File: src/rtl/vc_switch_allocator_pkg.sv
// Shared definitions for the VC router switch allocator: index-width helpers,
// one-hot validity check and the per-output packet-lock entry.
package vc_router_pkg;

    localparam int DEF_NUM_PORTS = 4;
    localparam int DEF_NUM_VCS   = 4;
    localparam int IDX_W         = 8;

    // Index widths never drop below 1 so degenerate sizes still elaborate.
    function automatic int port_w(input int num_ports);
        return (num_ports > 1) ? $clog2(num_ports) : 1;
    endfunction

    function automatic int vc_w(input int num_vcs);
        return (num_vcs > 1) ? $clog2(num_vcs) : 1;
    endfunction

    function automatic logic onehot_valid(input logic [63:0] vec);
        return (vec != '0) && ((vec & (vec - 64'd1)) == '0);
    endfunction

    typedef struct packed {
        logic             valid;
        logic [IDX_W-1:0] vc_idx;
        logic [IDX_W-1:0] in_idx;
    } lock_entry_t;

endpackage

File: src/rtl/vc_switch_allocator_if.sv
// Request/grant bundle between the input VC buffers and the switch allocator.
interface vc_switch_allocator_if
    import vc_router_pkg::*;
#(
    parameter int NUM_PORTS = DEF_NUM_PORTS,
    parameter int NUM_VCS   = DEF_NUM_VCS
);
    // Handshake: a VC holds req_valid/req_port/req_tail steady until granted;
    // grant_* is combinational and the upstream dequeues in the same cycle.
    logic [NUM_PORTS-1:0][NUM_VCS-1:0]                req_valid;
    logic [NUM_PORTS-1:0][NUM_VCS-1:0][NUM_PORTS-1:0] req_port;
    logic [NUM_PORTS-1:0][NUM_VCS-1:0]                req_tail;
    logic [NUM_PORTS-1:0]                             out_ready;
    logic [NUM_PORTS-1:0]                             grant_valid;
    logic [NUM_PORTS-1:0][NUM_VCS-1:0]                grant_vc;
    logic [NUM_PORTS-1:0][NUM_PORTS-1:0]              grant_port;

    modport master (
        output req_valid, req_port, req_tail, out_ready,
        input  grant_valid, grant_vc, grant_port
    );

    modport slave (
        input  req_valid, req_port, req_tail, out_ready,
        output grant_valid, grant_vc, grant_port
    );
endinterface

File: src/rtl/vc_switch_allocator_rr_arbiter.sv
// Stateful round-robin arbiter; the pointer marks the highest-priority index
// and moves past the winner only when the caller confirms a final grant.
module rr_arbiter
    import vc_router_pkg::*;
#(
    parameter int N = 4
) (
    input  logic         clk,
    input  logic         reset,
    input  logic [N-1:0] req,
    input  logic         update_en,
    output logic [N-1:0] grant
);
    if (N == 1) begin : g_pass
        logic unused_ok;
        assign unused_ok = ^{clk, reset, update_en};
        assign grant = req;
    end else begin : g_rr
        localparam int PW = port_w(N);
        logic [PW-1:0] ptr_q;
        logic [PW-1:0] ptr_next;
        logic          found;

        always_comb begin
            grant    = '0;
            found    = 1'b0;
            ptr_next = ptr_q;
            for (int k = 0; k < N; k++) begin
                if (!found && req[(int'(ptr_q) + k) % N]) begin
                    grant[(int'(ptr_q) + k) % N] = 1'b1;
                    found    = 1'b1;
                    ptr_next = PW'((int'(ptr_q) + k + 1) % N);
                end
            end
        end

        always_ff @(posedge clk) begin
            if (reset)
                ptr_q <= '0;
            else if (update_en && found)
                ptr_q <= ptr_next;
        end
    end
endmodule

File: src/rtl/vc_switch_allocator.sv
// Separable input-first switch allocator: per-input VC arbitration, then
// per-output input arbitration, with optional head-to-tail output locking.
module vc_switch_allocator
    import vc_router_pkg::*;
#(
    parameter int NUM_PORTS   = DEF_NUM_PORTS,
    parameter int NUM_VCS     = DEF_NUM_VCS,
    parameter bit PACKET_LOCK = 1'b0
) (
    input  logic                  clk,
    input  logic                  reset,
    vc_switch_allocator_if.slave  alloc
);
    localparam int NP = NUM_PORTS;
    localparam int NV = NUM_VCS;

    logic [NP-1:0][NV-1:0] elig, s1_gnt;
    logic [NP-1:0][NP-1:0] s1_port;          // [input][output]
    logic [NP-1:0][NP-1:0] s2_req, s2_gnt;   // [output][input]
    logic [NP-1:0][NP-1:0] gport;            // [input][output]
    logic [NP-1:0]         gvalid, s1_upd, s2_upd;
    logic [NP-1:0]         locked_ports, in_locked;
    logic [NP-1:0][NV-1:0] in_lock_vc;
    logic [NP-1:0][NP-1:0] in_lock_port;

    // A locked input may only present its holder VC toward its locked port;
    // everyone else is kept off locked outputs.
    always_comb begin
        elig = '0;
        for (int i = 0; i < NP; i++) begin
            for (int v = 0; v < NV; v++) begin
                elig[i][v] = alloc.req_valid[i][v]
                    && onehot_valid(64'(alloc.req_port[i][v]))
                    && ((alloc.req_port[i][v] & alloc.out_ready) != '0)
                    && (in_locked[i]
                        ? (in_lock_vc[i][v] && (alloc.req_port[i][v] == in_lock_port[i]))
                        : ((alloc.req_port[i][v] & locked_ports) == '0));
            end
        end
    end

    always_comb begin
        s1_port = '0;
        s2_req  = '0;
        gport   = '0;
        gvalid  = '0;
        s1_upd  = '0;
        s2_upd  = '0;
        for (int i = 0; i < NP; i++)
            for (int v = 0; v < NV; v++)
                if (s1_gnt[i][v])
                    s1_port[i] = s1_port[i] | alloc.req_port[i][v];
        for (int o = 0; o < NP; o++)
            for (int i = 0; i < NP; i++) begin
                s2_req[o][i] = s1_port[i][o];
                gport[i][o]  = s2_gnt[o][i];
            end
        for (int i = 0; i < NP; i++) begin
            gvalid[i] = |gport[i];
            s1_upd[i] = gvalid[i] && !in_locked[i];
        end
        for (int o = 0; o < NP; o++)
            s2_upd[o] = (|s2_gnt[o]) && !locked_ports[o];
    end

    for (genvar g = 0; g < NP; g++) begin : g_arb
        rr_arbiter #(.N(NV)) u_s1 (
            .clk(clk), .reset(reset), .req(elig[g]),
            .update_en(s1_upd[g]), .grant(s1_gnt[g])
        );
        rr_arbiter #(.N(NP)) u_s2 (
            .clk(clk), .reset(reset), .req(s2_req[g]),
            .update_en(s2_upd[g]), .grant(s2_gnt[g])
        );
    end

    always_comb begin
        alloc.grant_valid = '0;
        alloc.grant_vc    = '0;
        alloc.grant_port  = '0;
        if (!reset) begin
            alloc.grant_valid = gvalid;
            alloc.grant_port  = gport;
            for (int i = 0; i < NP; i++)
                if (gvalid[i])
                    alloc.grant_vc[i] = s1_gnt[i];
        end
    end

    if (PACKET_LOCK) begin : g_lock
        lock_entry_t            lock_q [NP];
        logic [NP-1:0]          win_any, win_tail;
        logic [NP-1:0][IDX_W-1:0] win_in, win_vc;

        always_comb begin
            locked_ports = '0;
            in_locked    = '0;
            in_lock_vc   = '0;
            in_lock_port = '0;
            for (int o = 0; o < NP; o++)
                if (lock_q[o].valid) begin
                    locked_ports[o] = 1'b1;
                    for (int i = 0; i < NP; i++)
                        if (lock_q[o].in_idx == IDX_W'(i)) begin
                            in_locked[i]       = 1'b1;
                            in_lock_port[i][o] = 1'b1;
                            for (int v = 0; v < NV; v++)
                                if (lock_q[o].vc_idx == IDX_W'(v))
                                    in_lock_vc[i][v] = 1'b1;
                        end
                end
        end

        always_comb begin
            win_any  = '0;
            win_tail = '0;
            win_in   = '0;
            win_vc   = '0;
            for (int o = 0; o < NP; o++) begin
                win_any[o] = |s2_gnt[o];
                for (int i = 0; i < NP; i++)
                    for (int v = 0; v < NV; v++)
                        if (gport[i][o] && s1_gnt[i][v]) begin
                            win_tail[o] = alloc.req_tail[i][v];
                            win_in[o]   = IDX_W'(i);
                            win_vc[o]   = IDX_W'(v);
                        end
            end
        end

        // While locked, the only possible winner on an output is the holder.
        always_ff @(posedge clk) begin
            for (int o = 0; o < NP; o++) begin
                if (reset)
                    lock_q[o] <= '0;
                else if (lock_q[o].valid) begin
                    if (win_any[o] && win_tail[o])
                        lock_q[o] <= '0;
                end else if (win_any[o] && !win_tail[o])
                    lock_q[o] <= '{valid: 1'b1, vc_idx: win_vc[o], in_idx: win_in[o]};
            end
        end
    end else begin : g_nolock
        logic unused_tail;
        assign unused_tail  = ^alloc.req_tail;
        assign locked_ports = '0;
        assign in_locked    = '0;
        assign in_lock_vc   = '0;
        assign in_lock_port = '0;
    end
endmodule

File: src/flat_wrapper.sv
// flat-port wrapper written by rule: the top's interface ports become plain ports
module vc_switch_allocator_flat import vc_router_pkg::*;
#(
    parameter int NUM_PORTS   = DEF_NUM_PORTS,
    parameter int NUM_VCS     = DEF_NUM_VCS,
    parameter bit PACKET_LOCK = 1'b0
)
  (clk, reset, alloc_req_valid, alloc_req_port, alloc_req_tail, alloc_out_ready, alloc_grant_valid, alloc_grant_vc, alloc_grant_port);
  vc_switch_allocator_if #(.NUM_PORTS(NUM_PORTS), .NUM_VCS(NUM_VCS)) alloc_i ();
  input  logic clk;
  input  logic reset;
  input wire logic [$bits(alloc_i.req_valid)-1:0] alloc_req_valid;
  input wire logic [$bits(alloc_i.req_port)-1:0] alloc_req_port;
  input wire logic [$bits(alloc_i.req_tail)-1:0] alloc_req_tail;
  input wire logic [$bits(alloc_i.out_ready)-1:0] alloc_out_ready;
  output wire logic [$bits(alloc_i.grant_valid)-1:0] alloc_grant_valid;
  output wire logic [$bits(alloc_i.grant_vc)-1:0] alloc_grant_vc;
  output wire logic [$bits(alloc_i.grant_port)-1:0] alloc_grant_port;
  assign alloc_i.req_valid = alloc_req_valid;
  assign alloc_i.req_port = alloc_req_port;
  assign alloc_i.req_tail = alloc_req_tail;
  assign alloc_i.out_ready = alloc_out_ready;
  assign alloc_grant_valid = alloc_i.grant_valid;
  assign alloc_grant_vc = alloc_i.grant_vc;
  assign alloc_grant_port = alloc_i.grant_port;
  vc_switch_allocator #(.NUM_PORTS(NUM_PORTS), .NUM_VCS(NUM_VCS), .PACKET_LOCK(PACKET_LOCK)) u_core (.clk(clk), .reset(reset), .alloc(alloc_i));
endmodule
File: config.mk
export PLATFORM = sky130hd
export DESIGN_NAME = vc_switch_allocator_flat
export DESIGN_NICKNAME = d
export VERILOG_FILES = /design/src/rtl/vc_switch_allocator_pkg.sv /design/src/rtl/vc_switch_allocator_if.sv /design/src/rtl/vc_switch_allocator_rr_arbiter.sv /design/src/rtl/vc_switch_allocator.sv /design/src/flat_wrapper.sv
export SDC_FILE = /design/constraint.sdc
export NUM_CORES = 1
export LEC_CHECK = 0
export CORE_MARGIN = 2
export CORE_UTILIZATION = 43
export CTS_CLUSTER_SIZE = 28
export DETAILED_ROUTE_END_ITERATION = 16
export GPL_ROUTABILITY_DRIVEN = 0
export PLACE_DENSITY = 0.68
export SLEW_MARGIN = 40
export SYNTH_ARGS = -nofsm -noshare
export SYNTH_HDL_FRONTEND = slang
export SYNTH_SLANG_ARGS = --single-unit
export TNS_END_PERCENT = 20
File: constraint.sdc
create_clock -name clk -period 14.4 [get_ports clk]
set_input_delay 4.32 -clock clk [delete_from_list [all_inputs] [get_ports clk]]
set_output_delay 4.32 -clock clk [all_outputs]
set_load 0.01 [all_outputs]
==> reports/summary.txt, run 1 <==
Clock Skew -> 0.00209 ns
Post-synthesis cell count -> 973
Crit. End Element -> primary output
Leakage -> 3.33 nW
Vias in the first global route -> 8062
Slew at the pin with the worst max-slew slack -> 0.832 ns
Compound-Gate Fraction of Synth Area -> 40.5%
TNS Setup -> 0 ns
Ports -> 138
Die ar. -> 18000 µm²
Met1 usage -> 35.8%
Yosys warns -> 0
Hold/Removal Path Class -> flip-flop to flip-flop
Top delay family on crit path -> compound AO/OA/AOI/OAI gates
Worst path bufs/invs -> 2
Row count -> 47
Req. time, crit path -> 10.08 ns
Ys flop type -> dfxtp_1
Nets@finish -> 1281
Max VDD drop -> 79.9 µV
CP startpoint kind -> primary input
Post-synthesis mux area share -> 7.90%
Pwr Density -> 165 nW/µm²
Die Wd -> 134 µm
Relative slew slack -> 43.6%
Clk root buf -> clkbuf_16
Final setup violation count -> 0
Fmax achieved -> 70.8 MHz
Post-Synth Simple-Gate Area -> 28.8%
Initial antenna violation count -> 0
Crit path DAT -> 9.80 ns
Worst-path clk slew -> 0.06 ns
Total Wirelength -> 25400 µm
Via-to-Cell Ratio -> 6.69
WL/cell -> 19.0 µm
Netlist cell types -> 106
Count leader, synth -> nand2_1
Slowest cell delay on critical path -> 0.61 ns
Clock buffers created by TritonCTS -> 3
First-pass GRT wire length -> 40600 µm
CTS tree -> done
Max Cap Violations -> 0
Syn_nets -> 1135
Cell Area, Synth -> 7310 µm²
XOR/XNOR share of the synthesized area -> 1.92%
Synthesized area per cell -> 7.51 µm²
Synth area leaders -> ha_1 (10%), a22oi_1 (5.0%), nand2_1 (4.7%)
Core area -> 16600 µm²
RSZ-0062 raised after global routing -> no
Adder-Cell Fraction of Synth Area -> 10.3%
Commonest cells post-synth -> nand2_1 (91), nor2_1 (84), a21oi_1 (62), ha_1 (60), a22oi_1 (49)
Final Max Slew Viols -> 0
Clk_lat worst skew -> 0.25 ns
Routed vias -> 8949
CTS Hold Bufs -> 0
Main combinational cell family by area after synthesis -> compound AO/OA/AOI/OAI gates
Antenna diode count -> 0
Crit-path max FO -> 8
Worst path cell trace -> clkdlybuf4s50_1, or4b_1, o311ai_1, nand2_2, mux4_2, o211ai_1, a21oi_2, a221o_1, or3_4, mux4_2, o211a_2, a22o_1, a221o_1, nor4_4, nor2_2, o21a_1, clkdlybuf4s50_1
GRT met3 Usage -> 1.44%
GRT Util Overall -> 26.6%
DR DRC count -> 0
Seq/Total Area, Yosys -> 4.38%
Initial Util -> 44.1%
Crit path max-delay cell type -> or4b_1
Count of flip-flops with a built-in enable after synthesis -> 0
Fin crit share -> 98.0%
Largest net degree at the start of global routing -> 40
H-Tree Depth -> 1
Port Buf Inserts -> 121
Post-synth ARST share -> 0%
Cell Count, Final, Fillers Out -> 1338
Share of cells above drive strength 1 -> 12.4%
Met2 usage -> 47.3%
Global-route layer with the greatest usage -> met2
DP Cell Count -> 1332
Clock Sinks -> 16
Leading area contributor after synthesis -> ha_1
Final Hold Fails -> 0
Status -> finished, final reports clean
Number of routed nets with antenna violations -> 0
CTS max path bufs -> 2
P&R area growth vs syn -> 24.3%
#FFs+latches synth -> 16
DRT iter0 DRCs -> 832
Area share of the largest cell type after synthesis -> 10.3%
Final HPWL DP -> 19900 µm
Grt ovf -> 0
Die Height -> 134 µm
Min Tclk post-route -> 14.12 ns
Drt pass-1 iters -> 5
Worst Setup Path Type -> primary input to primary output
## registers in the layout (all words and copies together), names as in the netlist
register	cells
u_core.g_arb.u_s2.g_rr.ptr_q	8
u_core.g_arb.u_s1.g_rr.ptr_q	8
## cell usage in the layout, fill, tap and decap left out, drive strengths merged, types with 8 or more instances in the layout
| cell | instances |
|---|---|
| or4b | 29 |
| nand4 | 26 |
| a21oi | 65 |
| inv | 41 |
| o211ai | 21 |
| a221oi | 20 |
| a221o | 10 |
| nor3 | 20 |
| nor4 | 10 |
| nand2 | 93 |
| mux4 | 16 |
| clkdlybuf4s50 | 121 |
| a31oi | 13 |
| ha | 60 |
| o2111ai | 8 |
| a22o | 14 |
| and2 | 15 |
| a211oi | 9 |
| o21ai | 51 |
| o21a | 13 |
| nor2 | 87 |
| a22oi | 49 |
| mux2i | 18 |
| o31ai | 8 |
| and3 | 18 |
| dfxtp | 16 |
| nand3 | 32 |
| buf | 59 |
| nor4b | 15 |
| o311ai | 14 |
| xnor2 | 14 |
| a2111oi | 12 |
## repair_timing
action | in CTS | in global routing
setup buffers | 0 | 2
endpoints found under the setup margin | 0 | 17
gates resized for setup | 0 | 4
## routing by layer
layer	wire, µm	part of all wire (%)
met2	12200	48
met4	391	1.5
met3	1960	7.7
met1	10800	43
met5	0	0
## power by group
part / switching (mW) / internal, mW / total, mW / leakage (nW)
registers: 0.0513 / 0.0599 / 0.111 / 0.131
clock network: 0.0212 / 0.0423 / 0.0635 / 0.0442
logic: 0.725 / 0.598 / 1.32 / 3.15
## final cells by class
class,count,area [µm²]
Fill cell,1587,7500
Multi-Input combinational cell,873,6550
Timing Repair Buffer,180,1680
Sequential cell,16,320
Tap cell,220,275
Inverter,45,169
Clock buffer,4,88.8
## tightest hold or removal path, stage by stage, from the launching register on
cell	delay [ns]
dfxtp_1	0.39
nand2_1	0.09
a21oi_1	0.05
## cells by family (layout without fill, tap and decap cells)
group | after synthesis | after routing
xor+xnor | 16 | 16
flops | 16 | 16
compound gates | 384 | 384
fa+ha+maj | 60 | 60
mux | 37 | 37
buf+inv | 84 | 229
simple gates | 376 | 376
## through the flow
step                      cell area [µm²]  hold WS (ns)  util [%]  setup WS (ns)  power (mW)
final                                9080         0.588      54.8          0.283        1.50
after global placement               8960         0.571      54.0          0.318        1.39
after CTS                            9050         0.589      54.5          0.241        1.47
after detailed placement             8960         0.580      54.0          0.258        1.40
after floorplan                      7310         0.521         -           1.60       0.946
after global routing                 9080         0.645      54.8        0.00286        1.62
## path summary, 6_finish.rpt
check / start / endpoint / slack, ns / depth (start not counted)
hold reg to reg: u_core.g_arb[2].u_s2.g_rr.ptr_q[1]$_SDFFE_PP0P_ / u_core.g_arb[2].u_s2.g_rr.ptr_q[1]$_SDFFE_PP0P_ / 0.59 / 2
setup / recovery: alloc_req_port[24] / alloc_grant_vc[1] / 0.28 / 17
hold / removal: u_core.g_arb[2].u_s2.g_rr.ptr_q[1]$_SDFFE_PP0P_ / u_core.g_arb[2].u_s2.g_rr.ptr_q[1]$_SDFFE_PP0P_ / 0.59 / 2
setup reg to reg: u_core.g_arb[0].u_s1.g_rr.ptr_q[0]$_SDFFE_PP0P_ / u_core.g_arb[3].u_s2.g_rr.ptr_q[0]$_SDFFE_PP0P_ / 8.27 / 16
Note: power is estimated with default switching activity, not from simulation.
==> run 2: changes to the inputs <==
--- a/config.mk
+++ b/config.mk
@@ -5,6 +5,7 @@
 export SDC_FILE = /design/constraint.sdc
 export NUM_CORES = 1
 export LEC_CHECK = 0
+export CAP_MARGIN = 20
 export CORE_MARGIN = 2
 export CORE_UTILIZATION = 43
 export CTS_CLUSTER_SIZE = 28
==> results of run 2 <==
Same layout as run 1: the final DEF is identical, and so are final timing and power.
==> run 3: changes to the inputs <==
--- a/config.mk
+++ b/config.mk
@@ -7,11 +7,11 @@
 export LEC_CHECK = 0
 export CAP_MARGIN = 20
 export CORE_MARGIN = 2
-export CORE_UTILIZATION = 43
+export CORE_UTILIZATION = 35
 export CTS_CLUSTER_SIZE = 28
 export DETAILED_ROUTE_END_ITERATION = 16
 export GPL_ROUTABILITY_DRIVEN = 0
-export PLACE_DENSITY = 0.68
+export GPL_TIMING_DRIVEN = 0
 export SLEW_MARGIN = 40
 export SYNTH_ARGS = -nofsm -noshare
 export SYNTH_HDL_FRONTEND = slang
==> reports/summary.txt, run 3 (synthesized netlist as in run 1, its figures left out) <==
Routed vias -> 8864 (-0.95%)
Final Hold Fails -> 0 (unchanged)
Most frequent cells in the layout -> clkdlybuf4s50_1 (116), nand2_1 (91), nor2_1 (84)
H-Tree Depth -> 1 (unchanged)
Clk root buf -> clkbuf_16
Row count -> 52 (+11%)
Worst Slack Setup Final -> 0.158 ns (-0.125 ns)
Number of routed nets with antenna violations -> 0 (unchanged)
Antenna diode count -> 0 (unchanged)
Hold/Removal Path Class -> flip-flop to flip-flop
Final Max Slew Viols -> 0 (unchanged)
Port Buf Inserts -> 117 (-3.3%)
Initial Util -> 35.9% (-8.2 points)
Die ar. -> 22000 µm² (+22%)
Worst Hold Launch -> u_core.g_arb[2].u_s2.g_rr.ptr_q[1]$_SDFFE_PP0P_
First-pass GRT wire length -> 42100 µm (+3.7%)
Initial antenna violation count -> 0 (unchanged)
Total power -> 1.51 mW (+1.1%)
CTS Hold Bufs -> 0 (unchanged)
Setup Slack @ Placement -> -0.197 ns (-0.455 ns)
Ports -> 138 (unchanged)
DR DRC count -> 0 (unchanged)
CTS max path bufs -> 2 (unchanged)
Req. time, crit path -> 10.08 ns (about the same)
Fmax achieved -> 70.2 MHz (-0.88%)
Clock Skew -> 0.00370 ns (+0.00161 ns)
Leakage -> 3.28 nW (-1.4%)
Max Cap Violations -> 0 (unchanged)
Pwr Density -> 163 nW/µm² (-1.0%)
Core area -> 20400 µm² (+23%)
Status -> finished, final reports clean
RSZ-0062 raised after global routing -> yes
Via-to-Cell Ratio -> 6.45 (-3.6%)
Slew at the pin with the worst max-slew slack -> 0.783 ns (-0.0492 ns)
Final setup violation count -> 0 (unchanged)
Worst Setup Path Type -> primary input to primary output
Hold slack -> 0.582 ns (-0.00586 ns)
GRT Util Overall -> 23.1% (-3.6 points)
Reg2reg start -> u_core.g_arb[0].u_s1.g_rr.ptr_q[0]$_SDFFE_PP0P_
Max VDD drop -> 75.3 µV (-5.8%)
Largest net degree at the start of global routing -> 14 (-65%)
Share of cells above drive strength 1 -> 12.4% (-0.035 points)
Nets@finish -> 1268 (-1.0%)
Crit-path max FO -> 10 (+2)
Drt pass-1 iters -> 7 (+2)
Critical path origin -> alloc_req_port[5]
P&R area growth vs syn -> 27.0%
Fin crit share -> 98.9% (+0.87 points)
Cell Count, Final, Fillers Out -> 1375 (+2.8%)
Grt ovf -> 0 (unchanged)
Clk_lat worst skew -> 0.25 ns (about the same)
Commonest non-fill, non-tap cell in the layout -> clkdlybuf4s50_1
Vias in the first global route -> 8085 (+0.29%)
Clock buffers created by TritonCTS -> 3 (unchanged)
CP startpoint kind -> primary input
Final HPWL DP -> 21100 µm (+6.3%)
TNS Setup -> 0 ns (unchanged)
Crit. End Element -> primary output
DRT iter0 DRCs -> 580 (-30%)
Die Wd -> 148 µm (+11%)
Die Height -> 148 µm (+11%)
Regs by FF count -> u_core.g_arb.u_s1.g_rr.ptr_q: 8 flops, u_core.g_arb.u_s2.g_rr.ptr_q: 8 flops
WL/cell -> 19.8 µm (+4.2%)
CTS tree -> done
DP Cell Count -> 1360 (+2.1%)
Crit path DAT -> 9.92 ns (+0.12 ns)
Total Wirelength -> 27200 µm (+7.0%)
Worst-path clk slew -> 0.06 ns (about the same)
Relative slew slack -> 47.7% (+4.0 points)
Clock Sinks -> 16 (unchanged)
Min Tclk post-route -> 14.24 ns (+0.125 ns)
run 3: cell types whose count changed in the layout (fill, tap and decap cells not counted), sizes merged:
cell / change
buf: -34
clkbuf: +23
clkdlybuf4s50: -4
dlygate4sd3: +1
dlymetal6s2s: +1
run 3: metal layers:
layer / vias to the layer above / wire length [µm] / global-route usage [%]
met5: - / 0 / 0
met1: 4236 / 11900 / 31.0
met3: 40 / 1870 / 2.70
met2: 369 / 12700 / 39.1
li1: 4219 / - / -
met4: 0 / 711 / 6.43
run 3: critical path, cell delays in order:
cell	delay, ns
clkdlybuf4s50_1	0.51
or4b_1	0.55
o311ai_1	0.19
nand3_1	0.24
mux4_2	0.61
o21ai_0	0.26
nor3_1	0.10
nor4_1	0.42
o211ai_1	0.33
mux4_2	0.54
buf_6	0.15
a221o_1	0.37
a21o_2	0.22
nor4_4	0.33
nor2_2	0.13
o21a_1	0.17
clkdlybuf4s50_1	0.48
run 3: worst paths after layout:
| kind | endpoint | cells past startpoint | slack [ns] |
|---|---|---|---|
| worst max-delay path | alloc_grant_vc[1] | 17 | 0.16 |
| worst min-delay path | u_core.g_arb[2].u_s2.g_rr.ptr_q[1]$_SDFFE_PP0P_ | 2 | 0.58 |
| worst max register to register | u_core.g_arb[3].u_s2.g_rr.ptr_q[0]$_SDFFE_PP0P_ | 17 | 8.55 |
| worst min register to register | u_core.g_arb[2].u_s2.g_rr.ptr_q[1]$_SDFFE_PP0P_ | 2 | 0.58 |
run 3: metrics by stage:
step                      instance area, µm²  utilization (%)
after global routing                    9280             45.5
final                                   9280             45.5
after floorplan                         7310                -
after detailed placement                8820             43.3
after global placement                  8810             43.3
after CTS                               8970             44.1
run 3: what timing repair did:
action | 4_1_cts | 5_1_grt
setup buffers | 2 | 9
endpoints found under the setup margin | 18 | 20
gates resized for setup | 8 | 35
pin swaps | 2 | 9
run 3: final cells by class:
class	count	area, µm²
well taps	270	338
inverters	45	169
flip-flops and latches	16	320
clock buffers	4	88.8
fillers	2036	11100
repair buffers	128	1260
plain buffers	39	288
multi-input cells	873	6820
run 3: report_power, final:
group	leakage (nW)	internal, mW	switching, mW
logic	3.10	0.573	0.788
registers	0.131	0.0600	0.0295
clock network	0.0442	0.0424	0.0220
